$ cat config.mk
export PLATFORM = sky130hd
export DESIGN_NAME = osc_reset_sequencer_flat
export DESIGN_NICKNAME = d
export VERILOG_FILES = /design/src/rtl/osc_reset_sequencer_if.sv /design/src/rtl/osc_reset_sequencer.sv /design/src/flat_wrapper.sv
export SDC_FILE = /design/constraint.sdc
export NUM_CORES = 1
export LEC_CHECK = 0
export ABC_AREA = 1
export CORE_ASPECT_RATIO = 1.2
export CORE_MARGIN = 1.5
export CORE_UTILIZATION = 50
export DETAILED_ROUTE_END_ITERATION = 12
export GPL_TIMING_DRIVEN = 0
export PLACE_DENSITY_LB_ADDON = 0.2
export RECOVER_POWER = 50
export SYNTH_ARGS = -nofsm -noshare
export SYNTH_HDL_FRONTEND = slang
export SYNTH_SLANG_ARGS = --single-unit
$ cat constraint.sdc
create_clock -name clk_i -period 2.65 [get_ports clk_i]
set_clock_uncertainty 0.2 [all_clocks]
set_input_delay 0.53 -clock clk_i [delete_from_list [all_inputs] [get_ports clk_i]]
set_output_delay 0.53 -clock clk_i [all_outputs]
set_load 0.01 [all_outputs]
$ cat src/rtl/osc_reset_sequencer_if.sv
// Reset-sequencer bundle: upstream sync reset and ADC handshake in, ordered stage resets and status out.
interface osc_reset_sequencer_if;
  logic       sync_resetn_i;
  logic       adc_init_done_i;
  logic       adc_rstn_o;
  logic       capture_rstn_o;
  logic       display_rstn_o;
  logic       sys_ready_o;
  logic       timeout_err_o;
  logic [2:0] state_o;

  modport master (
    output sync_resetn_i, adc_init_done_i,
    input  adc_rstn_o, capture_rstn_o, display_rstn_o, sys_ready_o, timeout_err_o, state_o
  );

  modport slave (
    input  sync_resetn_i, adc_init_done_i,
    output adc_rstn_o, capture_rstn_o, display_rstn_o, sys_ready_o, timeout_err_o, state_o
  );
endinterface

$ cat src/rtl/osc_reset_sequencer.sv
// Releases ADC, capture and display resets in order after the system reset lifts,
// with ADC init-done timeout, bounded retry and a sticky lockout flag.
module osc_reset_sequencer #(
  parameter int unsigned HOLD_CYCLES = 1200,
  parameter int unsigned STAGE_GAP   = 16,
  parameter int unsigned ADC_TIMEOUT = 12000,
  parameter int unsigned MAX_RETRY   = 3
) (
  input  logic                  clk_i,
  input  logic                  internal_rst_En,
  osc_reset_sequencer_if.slave  bus
);

  localparam int unsigned MAX_HS  = (HOLD_CYCLES > STAGE_GAP) ? HOLD_CYCLES : STAGE_GAP;
  localparam int unsigned CNT_MAX = (MAX_HS > ADC_TIMEOUT) ? MAX_HS : ADC_TIMEOUT;
  localparam int unsigned CNT_W   = (CNT_MAX > 1) ? $clog2(CNT_MAX) : 1;
  localparam int unsigned RETRY_W = $clog2(MAX_RETRY + 2);

  typedef enum logic [2:0] {
    ST_RESET    = 3'd0,
    ST_HOLD     = 3'd1,
    ST_ADC_WAIT = 3'd2,
    ST_CAP_GAP  = 3'd3,
    ST_DISP_GAP = 3'd4,
    ST_RUN      = 3'd5,
    ST_FAULT    = 3'd6,
    ST_LOCKOUT  = 3'd7
  } state_e;

  state_e               state_q, state_d;
  logic [CNT_W-1:0]     cnt_q, cnt_d;
  logic [RETRY_W-1:0]   retry_q, retry_d;
  logic                 adc_q, adc_d;
  logic                 cap_q, cap_d;
  logic                 disp_q, disp_d;
  logic                 rdy_q, rdy_d;
  logic                 err_q, err_d;
  logic                 done_meta, done_s;

  // Two-flop synchroniser for the asynchronous ADC init-done level
  always_ff @(posedge clk_i or posedge internal_rst_En) begin
    if (internal_rst_En) begin
      done_meta <= 1'b0;
      done_s    <= 1'b0;
    end else begin
      done_meta <= bus.adc_init_done_i;
      done_s    <= done_meta;
    end
  end

  always_ff @(posedge clk_i or posedge internal_rst_En) begin
    if (internal_rst_En) begin
      state_q <= ST_RESET;
      cnt_q   <= '0;
      retry_q <= '0;
      adc_q   <= 1'b0;
      cap_q   <= 1'b0;
      disp_q  <= 1'b0;
      rdy_q   <= 1'b0;
      err_q   <= 1'b0;
    end else begin
      state_q <= state_d;
      cnt_q   <= cnt_d;
      retry_q <= retry_d;
      adc_q   <= adc_d;
      cap_q   <= cap_d;
      disp_q  <= disp_d;
      rdy_q   <= rdy_d;
      err_q   <= err_d;
    end
  end

  always_comb begin
    state_d = state_q;
    cnt_d   = cnt_q;
    retry_d = retry_q;
    adc_d   = adc_q;
    cap_d   = cap_q;
    disp_d  = disp_q;
    rdy_d   = rdy_q;
    err_d   = err_q;

    case (state_q)
      ST_RESET: begin
        state_d = ST_HOLD;
        cnt_d   = '0;
      end
      ST_HOLD: begin
        if (cnt_q == CNT_W'(HOLD_CYCLES - 1)) begin
          state_d = ST_ADC_WAIT;
          adc_d   = 1'b1;
          cnt_d   = '0;
        end else begin
          cnt_d = cnt_q + CNT_W'(1);
        end
      end
      ST_ADC_WAIT: begin
        if (done_s) begin
          state_d = ST_CAP_GAP;
          cnt_d   = '0;
        end else if (cnt_q == CNT_W'(ADC_TIMEOUT - 1)) begin
          state_d = ST_FAULT;
          adc_d   = 1'b0;
          retry_d = retry_q + RETRY_W'(1);
          cnt_d   = '0;
        end else begin
          cnt_d = cnt_q + CNT_W'(1);
        end
      end
      ST_CAP_GAP: begin
        if (cnt_q == CNT_W'(STAGE_GAP - 1)) begin
          state_d = ST_DISP_GAP;
          cap_d   = 1'b1;
          cnt_d   = '0;
        end else begin
          cnt_d = cnt_q + CNT_W'(1);
        end
      end
      ST_DISP_GAP: begin
        if (cnt_q == CNT_W'(STAGE_GAP - 1)) begin
          state_d = ST_RUN;
          disp_d  = 1'b1;
          rdy_d   = 1'b1;
          cnt_d   = '0;
        end else begin
          cnt_d = cnt_q + CNT_W'(1);
        end
      end
      ST_FAULT: begin
        if (cnt_q == CNT_W'(STAGE_GAP - 1)) begin
          cnt_d = '0;
          if (retry_q <= RETRY_W'(MAX_RETRY)) begin
            state_d = ST_ADC_WAIT;
            adc_d   = 1'b1;
          end else begin
            state_d = ST_LOCKOUT;
            err_d   = 1'b1;
          end
        end else begin
          cnt_d = cnt_q + CNT_W'(1);
        end
      end
      default: ;
    endcase

    // Upstream reset wins from any state; the error flag survives it
    if (!bus.sync_resetn_i) begin
      state_d = ST_RESET;
      cnt_d   = '0;
      retry_d = '0;
      adc_d   = 1'b0;
      cap_d   = 1'b0;
      disp_d  = 1'b0;
      rdy_d   = 1'b0;
    end
  end

  assign bus.adc_rstn_o     = adc_q;
  assign bus.capture_rstn_o = cap_q;
  assign bus.display_rstn_o = disp_q;
  assign bus.sys_ready_o    = rdy_q;
  assign bus.timeout_err_o  = err_q;
  assign bus.state_o        = state_q;

endmodule

$ cat src/flat_wrapper.sv
// flat-port wrapper written by rule: the top's interface ports become plain ports
module osc_reset_sequencer_flat 
#(
  parameter int unsigned HOLD_CYCLES = 1200,
  parameter int unsigned STAGE_GAP   = 16,
  parameter int unsigned ADC_TIMEOUT = 12000,
  parameter int unsigned MAX_RETRY   = 3
)
  (clk_i, internal_rst_En, bus_sync_resetn_i, bus_adc_init_done_i, bus_adc_rstn_o, bus_capture_rstn_o, bus_display_rstn_o, bus_sys_ready_o, bus_timeout_err_o, bus_state_o);
  osc_reset_sequencer_if bus_i ();
  input  logic clk_i;
  input  logic internal_rst_En;
  input wire logic [$bits(bus_i.sync_resetn_i)-1:0] bus_sync_resetn_i;
  input wire logic [$bits(bus_i.adc_init_done_i)-1:0] bus_adc_init_done_i;
  output wire logic [$bits(bus_i.adc_rstn_o)-1:0] bus_adc_rstn_o;
  output wire logic [$bits(bus_i.capture_rstn_o)-1:0] bus_capture_rstn_o;
  output wire logic [$bits(bus_i.display_rstn_o)-1:0] bus_display_rstn_o;
  output wire logic [$bits(bus_i.sys_ready_o)-1:0] bus_sys_ready_o;
  output wire logic [$bits(bus_i.timeout_err_o)-1:0] bus_timeout_err_o;
  output wire logic [$bits(bus_i.state_o)-1:0] bus_state_o;
  assign bus_i.sync_resetn_i = bus_sync_resetn_i;
  assign bus_i.adc_init_done_i = bus_adc_init_done_i;
  assign bus_adc_rstn_o = bus_i.adc_rstn_o;
  assign bus_capture_rstn_o = bus_i.capture_rstn_o;
  assign bus_display_rstn_o = bus_i.display_rstn_o;
  assign bus_sys_ready_o = bus_i.sys_ready_o;
  assign bus_timeout_err_o = bus_i.timeout_err_o;
  assign bus_state_o = bus_i.state_o;
  osc_reset_sequencer #(.HOLD_CYCLES(HOLD_CYCLES), .STAGE_GAP(STAGE_GAP), .ADC_TIMEOUT(ADC_TIMEOUT), .MAX_RETRY(MAX_RETRY)) u_core (.clk_i(clk_i), .internal_rst_En(internal_rst_En), .bus(bus_i));
endmodule
# Word level (Yosys, flattened, before mapping)
# Index checks and enable logic that the tools add are counted.
# Widths: inputs -> output; s select.
[totals] register_bits=26 inputBits=4 out_inout_bits=8 wordCells=77
[op_classes] n_addsub=2 n_lt_le_gt_ge=1 eq_ne=25 n_mux=31 bitwise_logic=1 reduce_logical=8
[ops] operator="$mux 14" n=5
[ops] operator="$pmux 14 s4" n=1
[ops] operator="$mux 3" n=12
[ops] operator="$ne 3x2->1 const B" n=6
[ops] operator="$pmux 3 s6" n=1
[ops] operator="$add 14x1->14 const B" n=1
[ops] operator="$eq 14x11->1 const B" n=1
[ops] operator="$eq 14x14->1 const B" n=1
[ops] operator="$eq 14x4->1 const B" n=1
[ops] operator="$reduce_and 6->1" n=2
[ops] operator="$mux 1" n=11
[ops] operator="$ne 2x1->1 const B" n=5
[ops] operator="$ne 7x1->1 const B" n=1
[ops] operator="$eq 3x2->1 const B" n=2
[ops] operator="$eq 3x3->1 const B" n=2
[ops] operator="$reduce_and 3->1" n=2
[ops] operator="$ne 5x2->1 const B" n=1
[ops] operator="$ne 4x1->1 const B" n=1
[ops] operator="$ne 4x2->1 const B" n=1
[ops] operator="$reduce_and 2->1" n=2
[ops] operator="$add 3x1->3 const B" n=1
[ops] operator="$eq 3x1->1 const B" n=1
[ops] operator="$le 3x2->1 const B" n=1
[ops] operator="$logic_not 3->1" n=1
[ops] operator="other kinds (5)" n=5

# Depth between registers and ports, before layout
[depth] depth_word=5 depth_mapped=12 mapped_depth_nobuf=11

# Worst setup path after synthesis
# Ideal clock, no wire load.
[synth_path] kind="input to register" from="input bus_sync_resetn_i" to="register u_core.cnt_q[11]" setup_ns=0.132 arrival_ns=1.462 required_time_ns=2.318 path_slack_ns=0.857 cell_stages=6 cell_sequence="buf_6 -> nand3_1 -> clkinv_1 -> nor3_1 -> xor2_1 -> a21oi_1"
[synth_between] elab_chain_cells=1 word_cells_on_any_way=2 cone_classes="eq/ne (1); mux (1)"
[synth_lines] item="start: declaration" line_no="flat_wrapper.sv:13" text="input wire logic [$bits(bus_i.sync_resetn_i)-1:0] bus_sync_resetn_i;"
[synth_lines] item="$ne 5x2->1 (no source line) or $mux 14 (tied branches)"
[synth_lines] item="end signal: assignment" line_no="osc_reset_sequencer.sv:63" text="cnt_q <= cnt_d;"
[synth_lines] item="end: declaration" line_no="osc_reset_sequencer.sv:31" text="logic [CNT_W-1:0] cnt_q, cnt_d;"
# Parallel ways exist; a longest one is shown, timed or not.
# A chain may end at the register's enable or synchronous reset.

# Worst setup path in the final report
[layout_path] from="register u_core.state_q[0], in the netlist u_core.bus.state_o[0]" to="output bus_state_o[0]"
[layout_rtl] item="start: declaration" line_no="osc_reset_sequencer.sv:30" text="state_e state_q, state_d;"
[layout_rtl] item="start signal: assignment" line_no="osc_reset_sequencer.sv:62" text="state_q <= state_d;"
[layout_rtl] item="end: declaration" line_no="flat_wrapper.sv:20" text="output wire logic [$bits(bus_i.state_o)-1:0] bus_state_o;"
# No word-level cell between the ends.

==> qor.json <==
{
  "layout": {
    "layout.cells.most_common": "sky130_fd_sc_hd__nand2_1",
    "n_antenna_cell": 0,
    "area_delta_synth_final_pct": 10.1,
    "final_layout_size_suffix_gt1_share_pct": 8.49,
    "post-route-util_pct": 58.3,
    "finish.net_count": 280,
    "final-instance-count-excl-fill": 308,
    "mostFrequentLayoutCells": "sky130_fd_sc_hd__nand2_1, sky130_fd_sc_hd__nor2_1, sky130_fd_sc_hd__inv_1",
    "n_fill_cell": 332
  },
  "logic_synthesis": {
    "synth-seq-cells": 26,
    "ys.warnings.count": 0,
    "synth_seq_area_share_pct": 36.5,
    "post-synth-top-area-cell": "sky130_fd_sc_hd__dfrtp_1",
    "ys_top_cells_by_area": "sky130_fd_sc_hd__dfrtp_1, sky130_fd_sc_hd__nand2_1, sky130_fd_sc_hd__nor2_1",
    "synth_enable_flop_cells": 0,
    "synthesized_net_count": 265,
    "ys_types": 28,
    "post_synth.cell_area_avg_um2": 6.91,
    "syn_inst": 258,
    "async_flop_share_pct": 100,
    "synth_top_area_share_pct": 36.5,
    "netlist_area_mm2": 0.00178,
    "yosys_most_used_dff": "sky130_fd_sc_hd__dfrtp_1"
  },
  "pwr": {
    "irDropWorstVdd_uv": 418,
    "internal_power_uw": 635,
    "seq_power_share_pct": 45.3,
    "sw_frac_of_total_pct": 37.1,
    "pwr-share-clk_pct": 22.4,
    "comb_power_share_pct": 32.3,
    "total_switching_power_uw": 374,
    "p_leak_uw": 0.000964,
    "power.density_cell_area_mw_per_mm2": 514
  },
  "placement": {
    "place.port_buffers": 10,
    "detailedPlacementHpwl_um": 2920,
    "gpl.final_weighted_congestion": 0.903,
    "cell_count_post_placement": 305
  },
  "floorplan": {
    "core_area_mm2": 0.00337,
    "number_of_cell_rows": 23,
    "die-width_um": 57.5,
    "initial_core_util_pct": 52.9,
    "die_footprint_mm2": 0.00393,
    "pin_count": 12,
    "die_y_um": 68.4
  },
  "timing": {
    "achievable-frequency_mhz": 474,
    "tightestPinTransition_ns": 0.988,
    "finalSetupViolations": 0,
    "post-route-min-period_ns": 2.11,
    "rsz_0062_raised_after_global_routing": "no",
    "timing.final.crit_share_pct": 79.6,
    "report.final.slew_viol_count": 0,
    "finalSetupTns_ns": 0,
    "worst_slew_margin_rel_pct": 34.0,
    "finalHoldViolations": 0
  },
  "setup_path": {
    "critical_path.cell_chain": "clkdlybuf4s50_1",
    "timing.critical_path.slowest_stage_cell": "sky130_fd_sc_hd__clkdlybuf4s50_1",
    "cp_depth": 1,
    "critical_path_arrival_ns": 1.38,
    "critical-path-max-stage-delay_ns": 0.60,
    "critPathKind": "flip-flop to output pin",
    "critical_path.endpoint_type": "output pin",
    "reg2regPathDepth": 9,
    "cp-start-kind": "flip-flop",
    "crit_required_ns": 1.92,
    "worst-path-max-fanout": 7,
    "critPathTopFamily": "buffers and inverters",
    "timing.critical_path.buf_inv": 1
  },
  "detailed_routing": {
    "firstDrtPassIters": 4,
    "final_antenna_net_count": 0,
    "drc_errors": 0,
    "drtIter0Drc": 85,
    "vias": 1604,
    "drt-vias-per-instance": 5.21,
    "drt-total-wl_um": 3840,
    "wire_per_inst_um": 12.5
  },
  "grt": {
    "via_count_of_the_first_global_routing_pass": 1513,
    "grt_util_all_layers_pct": 21.8,
    "grt_max_degree": 27,
    "grt_remaining_overflow": 0,
    "grt_antenna_before_repair": 0,
    "grt_pass1_wl_um": 6600
  },
  "clock_network": {
    "cts-resized-gates": 0,
    "cts_htree_levels": 1,
    "cts.sinks": 26,
    "cts_inserted_buffers": 3,
    "postCtsSetupRepairBufs": 0,
    "path_clk_slew_ns": 0.09,
    "tritoncts": "yes",
    "postCtsHoldBufs": 0,
    "worst_skew_pair.late_latency_ns": 0.27,
    "max-clock-path-buffers": 2,
    "cts_root_buffer": "sky130_fd_sc_hd__clkbuf_8"
  },
  "min_path": {
    "kind_of_path_behind_the_tightest_hold_check": "flip-flop to flip-flop",
    "min_delay_path_depth": 0
  },
  "run": {
    "max_cap_violations": 0
  },
  "run_status": {
    "run_status": "completed"
  }
}
layout make-up:
type	count	area [µm²]	share of cell area, %
timing repair buffer	10	100	5.10
tap	37	46.3	2.36
clock buffer	3	41.3	2.10
buffer	6	53.8	2.74
inverter	30	113	5.74
multi-input combinational	196	957	48.8
sequential	26	651	33.2
state kept, by name (all words and copies together), names as in the netlist:
register / count
u_core.retry_q: 3
u_core.done_meta: 1
u_core.bus.capture_rstn_o: 1
u_core.bus.state_o: 3
u_core.cnt_q: 14
u_core.bus.adc_rstn_o: 1
u_core.bus.timeout_err_o: 1
u_core.done_s: 1
u_core.bus.sys_ready_o: 1
routing by layer:
| layer | vias up | track usage (%) | wire [µm] |
|---|---|---|---|
| met1 | 718 | 26.4 | 1710 |
| met2 | 39 | 38.2 | 1910 |
| met5 | - | 0 | 0 |
| met4 | 0 | 10.2 | 84 |
| met3 | 9 | 2.84 | 146 |
| li1 | 838 | - | - |
cell usage after synthesis, drive strengths merged, types with 2 or more instances:
cell / number
a21oi: 12
xor2: 10
buf: 6
o21ai: 2
nand4: 3
nand3: 25
nor3: 10
dfrtp: 26
nand2: 85
inv: 29
ha: 3
nor2: 40
power groups by stage:
| stage | clock network [µW] | registers, µW | logic [µW] |
|---|---|---|---|
| final | 226 | 457 | 326 |
| after global routing | 242 | 462 | 364 |
| after CTS | 233 | 458 | 325 |
| after detailed placement | 0 | 465 | 324 |
| after global placement | 0 | 464 | 322 |
| after floorplan | 0 | 467 | 220 |
cell families after synthesis:
kind of cell               count (synthesis)  share of synthesized area [%]
xor gates and xnor gates                  10                           4.92
AOI/OAI and AO/OA                         17                           5.20
DFF                                       26                           36.5
and+or+nand+nor                          165                           41.4
buffers and inverters                     36                           9.34
adders and majority gates                  3                           2.11
muxes                                      1                          0.562
worst paths after layout:
check	slack, ns	start	end
setup / recovery	0.54	u_core.bus.state_o[0]$_DFFE_PP0P_	bus_state_o[0]
setup reg to reg	0.57	u_core.cnt_q[0]$_DFFE_PP0P_	u_core.cnt_q[12]$_DFFE_PP0P_
max in group asynchronous	0.93	internal_rst_En	u_core.retry_q[0]$_DFFE_PP0P_
hold / removal	0.16	u_core.done_meta$_DFF_PP0_	u_core.done_s$_DFF_PP0_
min in group asynchronous	0.72	internal_rst_En	u_core.cnt_q[8]$_DFFE_PP0P_
hold reg to reg	0.16	u_core.done_meta$_DFF_PP0_	u_core.done_s$_DFF_PP0_
stage by stage:
step           hold WS (ns)  instance area [µm²]  worst slack (ns)  power [µW]
2_1_floorplan         0.131                 1780             0.857         686
3_3_place_gp          0.135                 1930             0.495         787
3_5_place_dp          0.142                 1930             0.497         789
4_1_cts               0.163                 1970             0.532        1020
5_1_grt               0.172                 1960             0.423        1070
6_report              0.159                 1960             0.541        1010
Note: power is estimated with default switching activity, not from simulation.
